<file path="config.mk">
export PLATFORM = sky130hd
export DESIGN_NAME = mem_access
export DESIGN_NICKNAME = d
export VERILOG_FILES = /design/src/rtl/mem_pkg.sv /design/src/rtl/mem_wait_counter.sv /design/src/rtl/mem_access.sv
export SDC_FILE = /design/constraint.sdc
export NUM_CORES = 1
export LEC_CHECK = 0
export BUFFER_PORTS_ARGS = -buffer_cell sky130_fd_sc_hd__buf_4
export CAP_MARGIN = 10
export CORE_MARGIN = 2
export CORE_UTILIZATION = 51
export CTS_CLUSTER_DIAMETER = 120
export DETAILED_ROUTE_END_ITERATION = 6
export GPL_ROUTABILITY_DRIVEN = 0
export PLACE_DENSITY = 0.85
export SLEW_MARGIN = 20
export SYNTH_ARGS = -nofsm -noshare
export SYNTH_HDL_FRONTEND = slang
export SYNTH_SLANG_ARGS = --single-unit
</file>
<file path="constraint.sdc">
create_clock -name clk -period 4.23 [get_ports clk]
set_input_delay 0.6345 -clock clk [delete_from_list [all_inputs] [get_ports clk]]
set_output_delay 0.6345 -clock clk [all_outputs]
set_load 0.005 [all_outputs]
</file>
<file path="src/rtl/mem_pkg.sv">
// Shared definitions for the memory-access stage.
//   state_t     : FSM encoding (IDLE / ACCESS / RESP)
//   TIMEOUT_DEF : default ack wait limit in cycles
//   ALIGN_MASK  : address bits that must be zero for a word access
package mem_pkg;

  typedef enum logic [1:0] {
    ST_IDLE   = 2'd0,
    ST_ACCESS = 2'd1,
    ST_RESP   = 2'd2
  } state_t;

  localparam int         TIMEOUT_DEF = 255;
  localparam logic [1:0] ALIGN_MASK  = 2'b11;

endpackage

</file>
<file path="src/rtl/mem_wait_counter.sv">
// Ack wait counter for the memory-access stage.
//   clk, rst_n : clock, asynchronous active-low reset
//   clr        : restart the count from zero (entry to ACCESS)
//   en         : count one cycle spent waiting without ack
//   tc         : high during the final allowed wait cycle (count == TIMEOUT-1)
module mem_wait_counter #(
  parameter int TIMEOUT = 255
) (
  input  logic clk,
  input  logic rst_n,
  input  logic clr,
  input  logic en,
  output logic tc
);

  localparam int CW = $clog2(TIMEOUT + 1);

  logic [CW-1:0] cnt;

  always_ff @(posedge clk or negedge rst_n) begin
    if (!rst_n) begin
      cnt <= '0;
    end else if (clr) begin
      cnt <= '0;
    end else if (en && !tc) begin
      cnt <= cnt + CW'(1);
    end
  end

  // Terminal one cycle early so the request is high for exactly TIMEOUT cycles.
  assign tc = (cnt == CW'(TIMEOUT - 1));

endmodule

</file>
<file path="src/rtl/mem_access.sv">
// Memory-access pipeline stage: accepts one execute-stage result at a time,
// performs an optional word load/store over a req/ack data-memory port, and
// issues a single-cycle writeback strobe with error pulses for misaligned or
// timed-out accesses.
//   clk, rst_n          : clock, asynchronous active-low reset
//   ex_*                : execute-stage result and control flags
//   ex_ready            : stage is idle and can accept a new entry
//   dmem_*              : data-memory request/response port
//   wb_valid/wb_en      : writeback strobe and register-write enable
//   wb_rd/wb_data       : writeback destination and value (held between strobes)
//   misalign_err        : one-cycle pulse for a misaligned load/store
//   timeout_err         : one-cycle pulse when ack did not arrive in TIMEOUT cycles
module mem_access
  import mem_pkg::*;
#(
  parameter int TIMEOUT = TIMEOUT_DEF
) (
  input  logic        clk,
  input  logic        rst_n,
  input  logic        ex_valid,
  input  logic        ex_write_reg,
  input  logic        ex_load_en,
  input  logic        ex_store_en,
  input  logic [4:0]  ex_rd,
  input  logic [31:0] ex_res,
  input  logic [31:0] ex_store_data,
  output logic        ex_ready,
  output logic        dmem_req,
  output logic        dmem_we,
  output logic [31:0] dmem_addr,
  output logic [31:0] dmem_wdata,
  input  logic        dmem_ack,
  input  logic [31:0] dmem_rdata,
  output logic        wb_valid,
  output logic        wb_en,
  output logic [4:0]  wb_rd,
  output logic [31:0] wb_data,
  output logic        misalign_err,
  output logic        timeout_err
);

  state_t      state, state_nx;
  logic        accept;
  logic        mem_op;
  logic        misaligned;
  logic        access_done;
  logic        access_timeout;
  logic        wait_tc;

  // Fields captured at accept, needed when a memory access completes.
  logic [4:0]  rd_p1;
  logic        wen_p1;
  logic        load_p1;

  assign ex_ready   = (state == ST_IDLE);
  assign accept     = ex_valid && ex_ready;
  assign mem_op     = ex_load_en || ex_store_en;
  assign misaligned = |(ex_res[1:0] & ALIGN_MASK);

  mem_wait_counter #(
    .TIMEOUT (TIMEOUT)
  ) u_wait_counter (
    .clk   (clk),
    .rst_n (rst_n),
    .clr   (accept),
    .en    ((state == ST_ACCESS) && !dmem_ack),
    .tc    (wait_tc)
  );

  always_ff @(posedge clk or negedge rst_n) begin
    if (!rst_n) begin
      state <= ST_IDLE;
    end else begin
      state <= state_nx;
    end
  end

  always_comb begin
    state_nx       = state;
    access_done    = 1'b0;
    access_timeout = 1'b0;
    unique case (state)
      ST_IDLE: begin
        if (accept) begin
          state_nx = (mem_op && !misaligned) ? ST_ACCESS : ST_RESP;
        end
      end
      ST_ACCESS: begin
        // Ack wins over timeout when both land in the last wait cycle.
        if (dmem_ack) begin
          state_nx    = ST_RESP;
          access_done = 1'b1;
        end else if (wait_tc) begin
          state_nx       = ST_RESP;
          access_timeout = 1'b1;
        end
      end
      ST_RESP: state_nx = ST_IDLE;
      default: state_nx = ST_IDLE;
    endcase
  end

  // Stage p0 -> p1: capture at accept, drive memory port and writeback.
  always_ff @(posedge clk or negedge rst_n) begin
    if (!rst_n) begin
      rd_p1        <= '0;
      wen_p1       <= 1'b0;
      load_p1      <= 1'b0;
      dmem_req     <= 1'b0;
      dmem_we      <= 1'b0;
      dmem_addr    <= '0;
      dmem_wdata   <= '0;
      wb_valid     <= 1'b0;
      wb_en        <= 1'b0;
      wb_rd        <= '0;
      wb_data      <= '0;
      misalign_err <= 1'b0;
      timeout_err  <= 1'b0;
    end else begin
      wb_valid     <= 1'b0;
      wb_en        <= 1'b0;
      misalign_err <= 1'b0;
      timeout_err  <= 1'b0;

      if (accept) begin
        rd_p1   <= ex_rd;
        wen_p1  <= ex_write_reg && (ex_rd != 5'd0);
        load_p1 <= ex_load_en;
        if (!mem_op) begin
          wb_valid <= 1'b1;
          wb_en    <= ex_write_reg && (ex_rd != 5'd0);
          wb_rd    <= ex_rd;
          wb_data  <= ex_res;
        end else if (misaligned) begin
          wb_valid     <= 1'b1;
          wb_rd        <= ex_rd;
          misalign_err <= 1'b1;
        end else begin
          dmem_req   <= 1'b1;
          dmem_we    <= !ex_load_en;
          dmem_addr  <= ex_res;
          dmem_wdata <= ex_store_data;
        end
      end

      if (access_done) begin
        dmem_req <= 1'b0;
        wb_valid <= 1'b1;
        wb_rd    <= rd_p1;
        wb_en    <= load_p1 && wen_p1;
        if (load_p1) begin
          wb_data <= dmem_rdata;
        end
      end

      if (access_timeout) begin
        dmem_req    <= 1'b0;
        wb_valid    <= 1'b1;
        wb_rd       <= rd_p1;
        timeout_err <= 1'b1;
      end
    end
  end

endmodule

</file>
==> out/results.txt, run 1 <==
Clock root buffer -> clkbuf_8
CP startpoint -> state[0]$_DFFE_PN0P_
Number of clock sinks -> 124
Skew final -> 0.007094 ns
Largest net degree at the start of global routing -> 125
CP Max Fanout -> 33
Total iterations of the first detailed-routing run -> 4
Post CTS Setup Buffer Count -> 0
Crit end category -> register
RSZ-0062 raised after global routing -> false
Vias/cell -> 5.079
Cell taking the most area after synthesis -> dfrtp_1
Max-slew headroom -> 30.55%
VDD IR-drop max -> 0.2945 mV
Final Cell Area -> 7373 um2
P per Cell Area -> 557.8 nW/um2
Synth Instances -> 526
Bufs on Longest Clock Path -> 2
Post-synth top cells -> 204 x nand2_1, 124 x dfrtp_1, 47 x nor2_1
Layout area overhead -> 44.19%
Mapped Nets -> 636
Final HPWL DP -> 9348 um
Register-to-register setup slack -> 1.82 ns
Max Cap Viol -> 0
Overall power -> 4.113 mW
Num rows -> 36
R2R Path Start -> state[0]$_DFFE_PN0P_
CTS resizes -> 0
Layout cells sized above 1 -> 33.82%
Synthesized area -> 5114 um2
Dominant synthesized flop cell -> dfrtp_1
Num ports -> 216
Hold crit path type -> in -> async
Clk_lat worst skew -> 0.51 ns
Flops & latches, synth -> 124
R2r worst-path depth -> 4
Worst Max-Slew Pin Slew -> 1.038 ns
Avg Synthesized Cell Area -> 9.722 um2
1st-iter DRT viols -> 209
Initial core utilization -> 52.32%
Detail Route Antenna Nets -> 0
GRT overflow -> 0
Dpl ws -> 1.586 ns
Max H-tree Level -> 4
Final nets -> 850
CTS tree -> done
# hold bufs at CTS -> 0
CTS clock-pin slew for the worst setup and hold paths -> 0.06 ns
Synth area leaders -> dfrtp_1 61%, nand2_1 15%, mux2i_1 6.5%
Setup violations, final -> 0
Post-synth EDFFs -> 0
Die height -> 104.1 um
Fin crit share -> 56.96%
Leakage -> 4.097 nW
Die area -> 10840 um2
CP startpoint kind -> register
Critical path capture point -> wb_data[3]$_DFF_PN0_
Final Hold Fails -> 0
Gr usage total -> 26.84%
Pins Over Slew Limit -> 0
Ys async rst share -> 100.0%
F_max -> 415.0 MHz
Placed instance area -> 6799 um2
Most numerous cell in the Yosys netlist -> nand2_1
Unique cell type count in the Yosys netlist -> 33
Via count -> 4490
Req. time, crit path -> 4.59 ns
Reg-to-reg endpoint -> wb_data[3]$_DFF_PN0_
Tmin final -> 2.410 ns
Number of antenna diodes -> 0
Remaining DRCs -> 0
Buffers added on ports -> 215
Total CTS buffers -> 17
Post-Route WL -> 13650 um
Crit path DAT -> 2.77 ns
Top cell type's share of synthesized area -> 60.68%
Sequential fraction of the synthesis area -> 60.68%
Synthesis Warnings -> 0
WL/cell -> 15.44 um
Die Wd -> 104.1 um
CP Class -> reg -> reg
Global-route wire length before repair -> 22890 um
Post-route setup slack -> 1.820 ns
Setup TNS -> 0 ns
Status -> finished clean
Number of global-route vias before repair -> 4710
Core Region -> 9774 um2
Initial antenna violation count -> 0
-- critical path, stage by stage (launching register included) --
cell and delay, ns:
dfrtp_1 0.44, nor3b_2 0.55, nand2_2 0.75, mux2i_1 0.40, a21oi_1 0.10
-- cell type report --
class,instances,area [um2]
inverters,8,30.03
clock inverters,9,120.1
flip-flops and latches,124,3103
repair buffers,220,1664
multi-input cells,369,1841
clock buffers,21,449.2
fillers,674,2401
well taps,133,166.4
-- how the worst min path moves through the flow --
stage                                          start                    endpoint  cells after the start
after floorplan                                rst_n    dmem_addr[0]$_DFFE_PN0P_                      0
after global placement    dmem_wdata[31]$_DFFE_PN0P_  dmem_wdata[31]$_DFFE_PN0P_                      2
after detailed placement   dmem_wdata[9]$_DFFE_PN0P_   dmem_wdata[9]$_DFFE_PN0P_                      2
after CTS                                      rst_n   dmem_addr[16]$_DFFE_PN0P_                      2
after global routing                           rst_n       wb_data[16]$_DFF_PN0_                      2
final                                          rst_n   dmem_addr[16]$_DFFE_PN0P_                      2
-- state kept, by name (all words and copies together) (netlist names) --
register,cells
timeout_err,1
wen_p1,1
wb_valid,1
wb_en,1
wb_rd,5
rd_p1,5
load_p1,1
dmem_addr,32
dmem_req,1
dmem_wdata,32
state,2
dmem_we,1
wb_data,32
u_wait_counter.cnt,8
misalign_err,1
-- through the flow --
stage	instances	hold WS (ns)	utilization [%]
detailed placement	854	0.4635	69.56
global placement	854	0.4588	69.56
finish	884	0.2159	75.44
global route	884	0.2232	75.44
floorplan	526	0.3389	-
CTS	884	0.2381	75.38
-- routing by layer --
| metal | vias up | wire, um | global-route usage (%) |
|---|---|---|---|
| met3 | 25 | 1170 | 10.03 |
| met4 | 0 | 329 | 11.68 |
| met1 | 2149 | 5379 | 32.33 |
| met2 | 177 | 6771 | 43.37 |
| met5 | - | 0 | 0 |
| li1 | 2139 | - | - |
-- kinds of logic after synthesis --
family                     share of synthesized area [%]
DFF                                                60.68
and+or+nand+nor                                    22.31
xor gates and xnor gates                          0.1713
AOI/OAI and AO/OA                                  6.362
buffers and inverters                              3.523
adders and majority gates                         0.4893
muxes                                              6.460
-- power breakdown --
part / switching, mW / internal, mW / total (mW) / leakage (nW)
logic: 0.420 / 0.595 / 1.02 / 2.26
registers: 0.190 / 1.51 / 1.70 / 1.55
clock network: 0.485 / 0.914 / 1.40 / 0.287
-- layout by cell type (no fill, tap or decap), types with 3 or more instances in the layout --
| cell | count |
|---|---|
| a21oi_1 | 32 |
| a221o_1 | 5 |
| buf_4 | 219 |
| bufinv_16 | 3 |
| clkbuf_16 | 16 |
| clkbuf_8 | 3 |
| clkinv_2 | 6 |
| dfrtp_1 | 124 |
| inv_1 | 8 |
| mux2i_1 | 33 |
| nand2_1 | 202 |
| nand3_1 | 5 |
| nor2_1 | 47 |
| nor3_1 | 3 |
| o21ai_0 | 11 |
Note: power is estimated with default switching activity, not from simulation.
==> run 2, diff against run 1 <==
--- a/config.mk
+++ b/config.mk
@@ -5,14 +5,15 @@
 export SDC_FILE = /design/constraint.sdc
 export NUM_CORES = 1
 export LEC_CHECK = 0
+export ABC_AREA = 1
 export BUFFER_PORTS_ARGS = -buffer_cell sky130_fd_sc_hd__buf_4
 export CAP_MARGIN = 10
 export CORE_MARGIN = 2
-export CORE_UTILIZATION = 51
+export CORE_UTILIZATION = 44
 export CTS_CLUSTER_DIAMETER = 120
 export DETAILED_ROUTE_END_ITERATION = 6
 export GPL_ROUTABILITY_DRIVEN = 0
-export PLACE_DENSITY = 0.85
+export PLACE_DENSITY = 0.76
 export SLEW_MARGIN = 20
 export SYNTH_ARGS = -nofsm -noshare
 export SYNTH_HDL_FRONTEND = slang
==> constraint.sdc (replaced) <==
create_clock -name clk -period 2.04 [get_ports clk]
set_input_delay 0.306 -clock clk [delete_from_list [all_inputs] [get_ports clk]]
set_output_delay 0.306 -clock clk [all_outputs]
set_load 0.005 [all_outputs]
==> run 2 against run 1 <==
The run now ends with hold timing left. Count of clock-buffer cells in the layout is 4 higher. Total power grew 120%. Hold slack worse by 0.23 ns. Critical endpoint is now wb_data[26]$_DFF_PN0_. Design area rose by 6.4%. Final cell count is 19% higher. Non-clock buffer count grew 3. Critical path type unchanged. Sequential cell count did not move. Core utilization down 10 points.
==> out/results.txt, run 2 <==
Req. time, crit path -> 2.34 ns
Num rows -> 40
Global-route wire length before repair -> 23140 um
Ys async rst share -> 100.0%
Die area -> 13240 um2
RSZ-0062 raised after global routing -> false
CTS resizes -> 0
Worst Max-Slew Pin Slew -> 0.6487 ns
Max Cap Viol -> 0
Synthesis Warnings -> 0
Bufs on Longest Clock Path -> 2
Max stage delay on crit path -> 0.42 ns
R2r worst-path depth -> 7
Layout cells sized above 1 -> 28.81%
Compound-Gate Fraction of Synth Area -> 3.896%
CP Class -> reg -> reg
Synth Instances -> 679
Hold crit path type -> in -> async
Crit path DAT -> 1.96 ns
Setup violations, final -> 0
WL/cell -> 13.94 um
Simple-gate share of the synthesized area -> 29.07%
Skew final -> 0.008034 ns
1st-iter DRT viols -> 361
Detail Route Antenna Nets -> 0
Net Sw Frac -> 26.81%
Fin crit share -> 81.27%
Die height -> 115.1 um
Top cell type's share of synthesized area -> 57.17%
Reg-to-reg endpoint -> wb_data[26]$_DFF_PN0_
Post-Route WL -> 14680 um
Post-synth top cells -> 315 x nand2_1, 124 x dfrtp_1, 90 x inv_1
Dpl ws -> 0.4074 ns
XOR/XNOR Fraction of Synth Area -> 0.4841%
Worst-path cell chain -> nor2_4, nand2_4, nor2_4, buf_4, nand2_1, nand3_1, nand2_1
Final HPWL DP -> 10160 um
Flops & latches, synth -> 124
Gr usage total -> 22.63%
Total iterations of the first detailed-routing run -> 4
Largest net degree at the start of global routing -> 125
Regs by FF count -> dmem_addr (32), dmem_wdata (32), wb_data (32)
Avg Synthesized Cell Area -> 7.994 um2
Final Hold Fails -> 2
Buffers added on ports -> 215
Layout area overhead -> 44.49%
P per Cell Area -> 1149 nW/um2
Cell taking the most area after synthesis -> dfrtp_1
Smallest hold slack -> -0.009440 ns
R2R Path Start -> state[0]$_DFFE_PN0P_
Pins Over Slew Limit -> 0
Core Region -> 12010 um2
CP startpoint kind -> register
Clock root buffer -> clkbuf_16
Leading cell types in the layout, fill and taps excluded -> 315 x nand2_1, 219 x buf_4, 124 x dfrtp_1
Fin util -> 65.29%
CP Max Fanout -> 32
Register-to-register setup slack -> 0.38 ns
Max H-tree Level -> 4
Setup TNS -> 0 ns
Die Wd -> 115.1 um
F_max -> 603.2 MHz
Logic pwr share -> 24.9%
Slowest stage cell, crit path -> dfrtp_1
Internal power -> 6.596 mW
CTS clock-pin slew for the worst setup and hold paths -> 0.06 ns
Sequential fraction of the synthesis area -> 57.17%
GRT overflow -> 0
Most numerous cell in the Yosys netlist -> nand2_1
CTS tree -> done
Seq pwr share -> 38.7%
Initial antenna violation count -> 0
Filler cell count -> 1037
Unique cell type count in the Yosys netlist -> 22
Net Switching -> 2.416 mW
Via count -> 5005
Post-route setup slack -> 0.3821 ns
Number of antenna diodes -> 0
Largest family of logic cells by synthesized area -> simple AND/OR/NAND/NOR gates
VDD IR-drop max -> 0.6675 mV
Synth area leaders -> dfrtp_1 57%, nand2_1 22%, inv_1 6.2%
Initial core utilization -> 45.19%
Num ports -> 216
Mux contribution to synthesized area -> 0%
Number of clock sinks -> 124
Remaining DRCs -> 0
Vias/cell -> 4.753
Max-slew headroom -> 56.75%
Tmin final -> 1.658 ns
Leakage -> 4.478 nW
Failing checks -> hold timing
Post-synth EDFFs -> 0
Mapped Nets -> 789
Crit end category -> register
Final nets -> 1004
Synthesized area -> 5428 um2
Clock power share -> 36.3%
Clk_lat worst skew -> 0.42 ns
# hold bufs at CTS -> 0
Dominant synthesized flop cell -> dfrtp_1
Number of global-route vias before repair -> 4747
Total CTS buffers -> 17
Commonest non-fill, non-tap cell in the layout -> nand2_1
Status -> complete, but fails checks
Adder-Cell Fraction of Synth Area -> 0.4610%
Post CTS Setup Buffer Count -> 0
-- run 2: metrics by stage --
| step | hold WS (ns) | power, mW | instance area, um2 | cells |
|---|---|---|---|---|
| after floorplan | 0.01041 | 4.340 | 5428 | 679 |
| after global placement | 0.4548 | 5.717 | 7197 | 1022 |
| after detailed placement | 0.4593 | 5.784 | 7197 | 1022 |
| after CTS | 0.01790 | 9.092 | 7843 | 1053 |
| after global routing | 0.04842 | 9.528 | 7843 | 1053 |
| final | -0.009440 | 9.012 | 7843 | 1053 |
-- run 2: worst max path at each step --
stage,start,to,slack [ns],cells after the start
detailed placement,state[0]$_DFFE_PN0P_,dmem_addr[9]$_DFFE_PN0P_,0.41,7
finish,state[0]$_DFFE_PN0P_,wb_data[26]$_DFF_PN0_,0.38,7
floorplan,state[0]$_DFFE_PN0P_,dmem_addr[17]$_DFFE_PN0P_,0.66,8
global route,u_wait_counter.cnt[0]$_DFFE_PN0P_,wb_rd[2]$_DFFE_PN0P_,0.21,9
global placement,state[0]$_DFFE_PN0P_,wb_data[12]$_DFF_PN0_,0.46,7
CTS,state[0]$_DFFE_PN0P_,wb_data[26]$_DFF_PN0_,0.38,7
-- run 2: kinds of logic (layout without fill, tap and decap cells) --
| kind of cell | Yosys count | in the layout |
|---|---|---|
| buffers and inverters | 119 | 346 |
| XOR/XNOR | 3 | 3 |
| flip-flops | 124 | 124 |
| adder cells (fa/ha/maj) | 2 | 2 |
| AND/OR/NAND/NOR | 389 | 389 |
| AO/OA/AOI/OAI | 42 | 42 |
-- run 2: routing by layer --
layer  vias up  track usage, %  wire length [um]
met5         -               0                 0
met4         0           11.00               388
met3        34           6.537              1035
met2       200           36.39              7137
met1      2296           28.16              6113
li1       2475               -                 -
-- run 2: layout make-up --
type | count | area (um2) | share of cell area (%)
tap | 147 | 183.9 | 2.345
clock inverter | 6 | 130.1 | 1.659
clock buffer | 25 | 515.5 | 6.573
timing repair buffer | 223 | 1724 | 21.98
sequential | 124 | 3103 | 39.57
multi-input combinational | 436 | 1841 | 23.47
inverter | 92 | 345.3 | 4.403
-- run 2: power groups by stage --
| stage | Sequential (mW) | Combinational [mW] | Clock, mW |
|---|---|---|---|
| floorplan | 3.55 | 0.789 | 0 |
| global placement | 3.49 | 2.22 | 0 |
| detailed placement | 3.52 | 2.27 | 0 |
| CTS | 3.49 | 2.28 | 3.33 |
| global route | 3.57 | 2.51 | 3.45 |
| finish | 3.49 | 2.25 | 3.27 |
-- run 2: critical path: cells and delay by family, from the launching register on --
kind	cells	cell delay, ns
buf+inv	1	0.36
simple gates	6	0.73
flops	1	0.42
